### src/rtl/pipe_stage_reg.sv
// Parametrised pipeline stage register with valid/ready handshake, synchronous flush,
// optional two-entry skid buffer and a saturating stall counter.
module pipe_stage_reg #(
  parameter int unsigned DATA_W = 32,
  parameter int unsigned CTRL_W = 16,
  parameter int unsigned SKID   = 1,
  parameter int unsigned PERF_W = 16
) (
  input  logic              clk_i,
  input  logic              rst_i,
  input  logic              flush_i,
  input  logic              valid_i,
  output logic              ready_o,
  input  logic [DATA_W-1:0] data_i,
  input  logic [CTRL_W-1:0] ctrl_i,
  output logic              valid_o,
  input  logic              ready_i,
  output logic [DATA_W-1:0] data_o,
  output logic [CTRL_W-1:0] ctrl_o,
  output logic [1:0]        count_o,
  output logic [PERF_W-1:0] stall_cnt_o
);

  typedef enum logic [1:0] {StEmpty = 2'd0, StOne = 2'd1, StTwo = 2'd2} state_e;

  state_e            state_q, state_d;
  logic [DATA_W-1:0] head_data_q, head_data_d;
  logic [CTRL_W-1:0] head_ctrl_q, head_ctrl_d;
  logic [DATA_W-1:0] skid_data_q, skid_data_d;
  logic [CTRL_W-1:0] skid_ctrl_q, skid_ctrl_d;
  logic [PERF_W-1:0] stall_q, stall_d;
  logic              in_xfer, out_xfer;

  assign in_xfer  = valid_i & ready_o;
  assign out_xfer = valid_o & ready_i;

  // State register
  always_ff @(posedge clk_i or posedge rst_i) begin
    if (rst_i) begin
      state_q <= StEmpty;
    end else begin
      state_q <= state_d;
    end
  end

  // Payload, skid and stall counter storage
  always_ff @(posedge clk_i or posedge rst_i) begin
    if (rst_i) begin
      head_data_q <= '0;
      head_ctrl_q <= '0;
      skid_data_q <= '0;
      skid_ctrl_q <= '0;
      stall_q     <= '0;
    end else begin
      head_data_q <= head_data_d;
      head_ctrl_q <= head_ctrl_d;
      skid_data_q <= skid_data_d;
      skid_ctrl_q <= skid_ctrl_d;
      stall_q     <= stall_d;
    end
  end

  // Next state and datapath loads; flush overrides every transfer
  always_comb begin
    state_d     = state_q;
    head_data_d = head_data_q;
    head_ctrl_d = head_ctrl_q;
    skid_data_d = skid_data_q;
    skid_ctrl_d = skid_ctrl_q;
    if (flush_i) begin
      state_d = StEmpty;
    end else begin
      unique case (state_q)
        StEmpty: begin
          if (in_xfer) begin
            state_d     = StOne;
            head_data_d = data_i;
            head_ctrl_d = ctrl_i;
          end
        end
        StOne: begin
          if (in_xfer && out_xfer) begin
            head_data_d = data_i;
            head_ctrl_d = ctrl_i;
          end else if (in_xfer) begin
            // Only reachable with the skid buffer; without it ready_o implies ready_i here
            state_d     = StTwo;
            skid_data_d = data_i;
            skid_ctrl_d = ctrl_i;
          end else if (out_xfer) begin
            state_d = StEmpty;
          end
        end
        StTwo: begin
          if (out_xfer) begin
            state_d     = StOne;
            head_data_d = skid_data_q;
            head_ctrl_d = skid_ctrl_q;
          end
        end
        default: state_d = StEmpty;
      endcase
    end

    // Stall counter ignores flush and sticks at all-ones
    stall_d = stall_q;
    if (valid_o && !ready_i && (stall_q != '1)) begin
      stall_d = stall_q + PERF_W'(1);
    end
  end

  // Outputs decoded from registered state; ctrl is zeroed in bubbles
  always_comb begin
    valid_o = (state_q != StEmpty);
    if (SKID != 0) begin
      ready_o = (state_q != StTwo);
    end else begin
      ready_o = ~valid_o | ready_i;
    end
    data_o = head_data_q;
    ctrl_o = valid_o ? head_ctrl_q : '0;
    unique case (state_q)
      StEmpty: count_o = 2'd0;
      StOne:   count_o = 2'd1;
      StTwo:   count_o = 2'd2;
      default: count_o = 2'd0;
    endcase
    stall_cnt_o = stall_q;
  end

endmodule

### config.mk
export PLATFORM = sky130hd
export DESIGN_NAME = pipe_stage_reg
export DESIGN_NICKNAME = d
export VERILOG_FILES = /design/src/rtl/pipe_stage_reg.sv
export SDC_FILE = /design/constraint.sdc
export NUM_CORES = 1
export LEC_CHECK = 0
export CAP_MARGIN = 15
export CORE_UTILIZATION = 54
export DETAILED_ROUTE_END_ITERATION = 6
export PLACE_DENSITY = 0.86
export SKIP_LAST_GASP = 1
export SLEW_MARGIN = 30
export SYNTH_ARGS = -nofsm -noshare
export SYNTH_HDL_FRONTEND = slang
export SYNTH_SLANG_ARGS = --single-unit
### constraint.sdc
create_clock -name clk_i -period 6.6 [get_ports clk_i]
set_input_delay 1.65 -clock clk_i [delete_from_list [all_inputs] [get_ports clk_i]]
set_output_delay 1.65 -clock clk_i [all_outputs]
set_load 0.005 [all_outputs]
======== Word-level counts from Yosys, hierarchy flattened ========
Cells that the tools add are included.
word-level totals
  register bits after elaboration ......... 114
  input port bits ......................... 53
  output and inout bits ................... 68
  logic and storage cells ................. 49
operators by class
  add/subtract/negate cells ............... 1
  equal/unequal tests ..................... 11
  multiplexer cells ....................... 17
  bitwise operators ....................... 4
  reductions and logical operators ........ 10
operators with widths
  kind                                            number
  two-way mux 32 bit                              3
  one-hot mux 32 bit (3 select lines)             1
  two-way mux 16 bit                              4
  one-hot mux 16 bit (3 select lines)             1
  adder 16 x 1 -> 16 bit (second input constant)  1
  inequality test 16 bit (second input constant)  1
  two-way mux 2 bit                               6
  inequality test 3 bit (second input constant)   3
  inequality test 2 bit (second input constant)   4
  AND reduction 4 bit                             2
  one-hot mux 2 bit (3 select lines)              1
  AND reduction 5 bit                             1
  inequality test 4 bit (second input constant)   1
  one-hot mux 2 bit (2 select lines)              1
  logical AND 1 bit                               3
  nonzero test 3 bit                              1
  AND 1 bit                                       2
  == test 2 x 1 -> 1 bit (second input constant)  1
  == test 2 bit (second input constant)           1
  zero test 2 bit                                 1
  NOT 1 bit                                       2
  nonzero test 2 bit                              1
  zero test 1 bit                                 1

======== Depth between registers and ports, before layout ========
  depth after elaboration ................. 7
  gate-level depth with buffers ........... 6
  gate-level depth less buffers ........... 5

======== Worst setup path before layout ========
OpenSTA, ideal clock, no wires.
  path type ............................... input-to-reg
  start ................................... input port ready_i
  end ..................................... register head_data_q[20] (netlist: data_o[20])
  library setup time ...................... 0.125 ns
  arrival time ............................ 2.785 ns
  data required time ...................... 6.475 ns
  slack ................................... 3.690 ns
  stages .................................. 6
  buffers on the path ..................... 2
  cell sequence ........................... mux2i_1 -> nor2_1 -> o21bai_1 -> buf_2 -> buf_2 -> mux2_2
on the way
  cells in the longest elaborated chain, start to end .. 4
  elaborated cells on any way between the ends .. 5
  classes of those cells .................. eq/ne (2); bitwise (1); reduce/logical (2)
RTL lines
  element                          line  RTL
  start: declaration               17    input logic ready_i,
  AND 1 bit *                      35    assign out_xfer = valid_o & ready_i;
  logical AND 1 bit                82    if (in_xfer && out_xfer) begin
  inequality test 2 bit (no line)  n/a
  AND reduction 5 bit (no line) *  n/a
  end signal: assignment           55    head_data_q <= head_data_d;
  end: declaration                 27    logic [DATA_W-1:0] head_data_q, head_data_d;
Every way passes the cells marked *; elsewhere a longest branch is shown, timed or not.
A chain may end at the register's enable or synchronous reset.

======== Worst setup path after layout ========
  start ................................... register state_q[1]
  end ..................................... output port ready_o
on the way
  cells in the longest elaborated chain, start to end .. 1
RTL lines
  element                   line  RTL
  start: declaration        26    state_e state_q, state_d;
  start signal: assignment  40    state_q <= StEmpty;
  start signal: assignment  42    state_q <= state_d;
  inequality test 2 bit     116   ready_o = (state_q != StTwo);
  end: declaration          13    output logic ready_o,
Every way passes these cells.

==> summary.md <==
| Metric | Value |
|---|---|
| Sequential cell area fraction in the yosys report | `55.17%` |
| Fin util | `76.51%` |
| Worst slew margin | `50.74%` |
| DRC | `0` |
| Root Buffer | `clkbuf_8` |
| Final net count | `545` |
| CP max stage delay | `0.63 ns` |
| Maximum vdd drop | `0.0002303 V` |
| Final Skew | `0.01013 ns` |
| Final setup vio count | `0` |
| Post-synthesis net count | `420` |
| Routed WL per cell | `17.37 um` |
| Outcome | `complete, no violations` |
| Hold buffers post-CTS | `0` |
| # diodes | `0` |
| RSZ-0062 raised after global routing | `false` |
| DIE HEIGHT | `99.86 um` |
| Largest net degree at the start of global routing | `59` |
| Distinct cell type count after synthesis | `36` |
| Commonest register cell after synthesis | `dfrtp_1` |
| Fin. max-slew vios | `0` |
| Via count | `3,397` |
| FMAX | `255.2 MHz` |
| Top Ports | `121` |
| Hold Path Class | `reg -> reg` |
| Core Rows | `35` |
| Max Used Layer | `met4` |
| Tightest Pin Transition | `0.7389 ns` |
| Setup_tns | `0 ns` |
| Mapped Area | `5171 sq um` |
| Syn avg cell area | `14.13 sq um` |
| Final ANT Viol Nets | `0` |
| First-pass GRT wire length | `17,900 um` |
| GRT Total Usage | `23.70%` |
| Drt total wl | `11,000 um` |
| Gr ovfl total | `0` |
| Post-synth EDFFs | `0` |
| Layout cell share with drive strength beyond 1 | `38.69%` |
| Final period util | `59.36%` |
| DP HPWL | `7047 um` |
| Drt pass-1 iters | `4` |
| P per Cell Area | `319.8 nW/um^2` |
| Fin cells | `633` |
| Post-Syn Instances | `366` |
| Port Buf Inserts | `120` |
| Vias in the first global route | `3,714` |
| Clock buffer depth | `2` |
| WL met3 | `581 um` |
| DRT iter0 DRCs | `102` |
| Gpl congestion | `0.7442` |
| Async S/R FF share, synth | `100.0%` |
| Worst-path cell chain | `nand2b_2 -> buf_4 -> clkdlybuf4s50_1` |
| Die W | `99.86 um` |
| Initial antenna violation count | `0` |
| Dpl cells | `601` |
| Initial core utilization | `55.96%` |
| CTS buffer count | `17` |
| Crit path DAT | `2.27 ns` |
| Leakage | `2.997 nW` |
| Multi-input logic area | `2233 sq um` |
| Final Hold Vio Count | `0` |
| M1 WL | `4409 um` |
| Via density per instance | `5.367` |
| WP data required | `4.95 ns` |
| Crit path launch type | `flip-flop` |
| Clock Latency Late Sink | `0.51 ns` |
| Fill cell count | `582` |
| Setup Crit Path Kind | `reg -> out` |
| Core area | `9240 sq um` |
| Area growth syn-to-layout | `36.70%` |
| Critical path peak fanout | `51` |
| Slowest cell on crit path | `clkdlybuf4s50_1` |
| Synthesized flop and latch total | `114` |
| # Max-Cap Violations | `0` |
| Worst Setup End Kind | `output port` |
| Die area | `9972 sq um` |
| YS warnings | `0` |
| Met2 WL | `5769 um` |
| Clock sinks | `114` |
| Fin Hold WS | `0.5006 ns` |
| Clock-pin slew of the registers on the worst-case setup and hold paths | `0.05 ns` |
| H-tree lvl count | `4` |
| # Post-CTS Setup Buffers | `0` |
| Final Critical Period | `3.918 ns` |
| Storage cell area | `2853 sq um` |
| CTS tree | `yes` |
| Post_cts resized | `0` |
[cell families after synthesis]
group | count (synthesis) | synth area share, %
multiplexers | 148 | 32.28
flip-flops | 114 | 55.17
AND/OR/NAND/NOR | 63 | 7.428
buffers and inverters | 22 | 2.008
XOR/XNOR | 12 | 2.032
AO/OA/AOI/OAI | 6 | 0.8470
adder cells (fa/ha/maj) | 1 | 0.2419
[metrics by stage]
stage / power (mW) / worst slack [ns] / cell area (sq um)
after floorplan: 1.168 / 1.934 / 5171
after global placement: 1.378 / 2.627 / 6500
after detailed placement: 1.405 / 2.558 / 6500
after CTS: 2.283 / 2.645 / 7069
after global routing: 2.360 / 2.571 / 7069
final: 2.261 / 2.682 / 7069
[cell type report]
type | instances | area share (%)
Multi-Input combinational cell | 230 | 31.59
Tap cell | 129 | 2.283
Inverter | 3 | 0.1947
Clock buffer | 21 | 6.496
Clock inverter | 11 | 1.558
Sequential cell | 114 | 40.35
Timing Repair Buffer | 125 | 17.52
[cells in the mapped netlist, types with 2 or more instances]
| library cell | number | area share [%] |
|---|---|---|
| mux2_2 | 146 | 32 |
| dfrtp_1 | 114 | 55 |
| nor2b_1 | 18 | 2.2 |
| buf_2 | 11 | 1.1 |
| xnor2_1 | 10 | 1.7 |
| nor2_1 | 8 | 0.58 |
| nand2_1 | 7 | 0.51 |
| nand3_1 | 7 | 0.68 |
| nand4_1 | 7 | 0.85 |
| clkbuf_1 | 6 | 0.44 |
| inv_1 | 3 | 0.22 |
| a21oi_1 | 2 | 0.19 |
| and3_1 | 2 | 0.24 |
| nand2b_1 | 2 | 0.24 |
| xor2_1 | 2 | 0.34 |
[path summary, 6_finish.rpt]
check / start / end / slack [ns] / depth (start not counted)
worst max-delay path: state_q[1]$_DFFE_PP0P_ / ready_o / 2.68 / 3
worst min-delay path: head_ctrl_q[7]$_DFFE_PP0P_ / head_ctrl_q[7]$_DFFE_PP0P_ / 0.50 / 1
worst max register to register: state_q[1]$_DFFE_PP0P_ / head_ctrl_q[5]$_DFFE_PP0P_ / 4.22 / 5
worst min register to register: head_ctrl_q[7]$_DFFE_PP0P_ / head_ctrl_q[7]$_DFFE_PP0P_ / 0.50 / 1
max in group asynchronous: rst_i / head_ctrl_q[15]$_DFFE_PP0P_ / 3.75 / 3
min in group asynchronous: rst_i / skid_data_q[26]$_DFFE_PP0P_ / 1.62 / 2
[report_power, final]
group / internal, mW / switching, mW / total [mW]
registers: 0.861 / 0.0990 / 0.960
logic: 0.299 / 0.136 / 0.435
clock network: 0.561 / 0.304 / 0.865
[placed cells by master (no fill, tap or decap), types with 2 or more instances in the layout]
cell type        instances
mux2_2                 146
clkdlybuf4s50_1        120
dfrtp_1                114
nor2b_1                 18
clkbuf_16               16
xnor2_1                 10
nor2_1                   8
nand2_1                  7
nand4_1                  7
clkinv_2                 7
nand3_1                  6
buf_4                    5
clkbuf_8                 4
and3_1                   2
inv_1                    2
a21oi_1                  2
xor2_1                   2
bufinv_16                2
clkinvlp_4               2
[registers in the layout, summed over array words and instances (netlist names)]
| signal | flops |
|---|---|
| data_o | 32 |
| head_ctrl_q | 16 |
| skid_ctrl_q | 16 |
| skid_data_q | 32 |
| stall_cnt_o | 16 |
| state_q | 2 |
[routing by layer]
metal / global-route usage [%] / vias up
met3: 6.407 / 20
met4: 12.33 / 0
met5: 0 / -
met2: 40.21 / 103
met1: 27.61 / 1717
li1: - / 1557
[worst max-delay path, delay by kind of cell, from the launching register on]
kind	cells	cell delay [ns]
DFF	1	0.46
and+or+nand+nor	1	0.09
buffers and inverters	2	1.20
No activity file was read; power rests on OpenSTA's default activity.
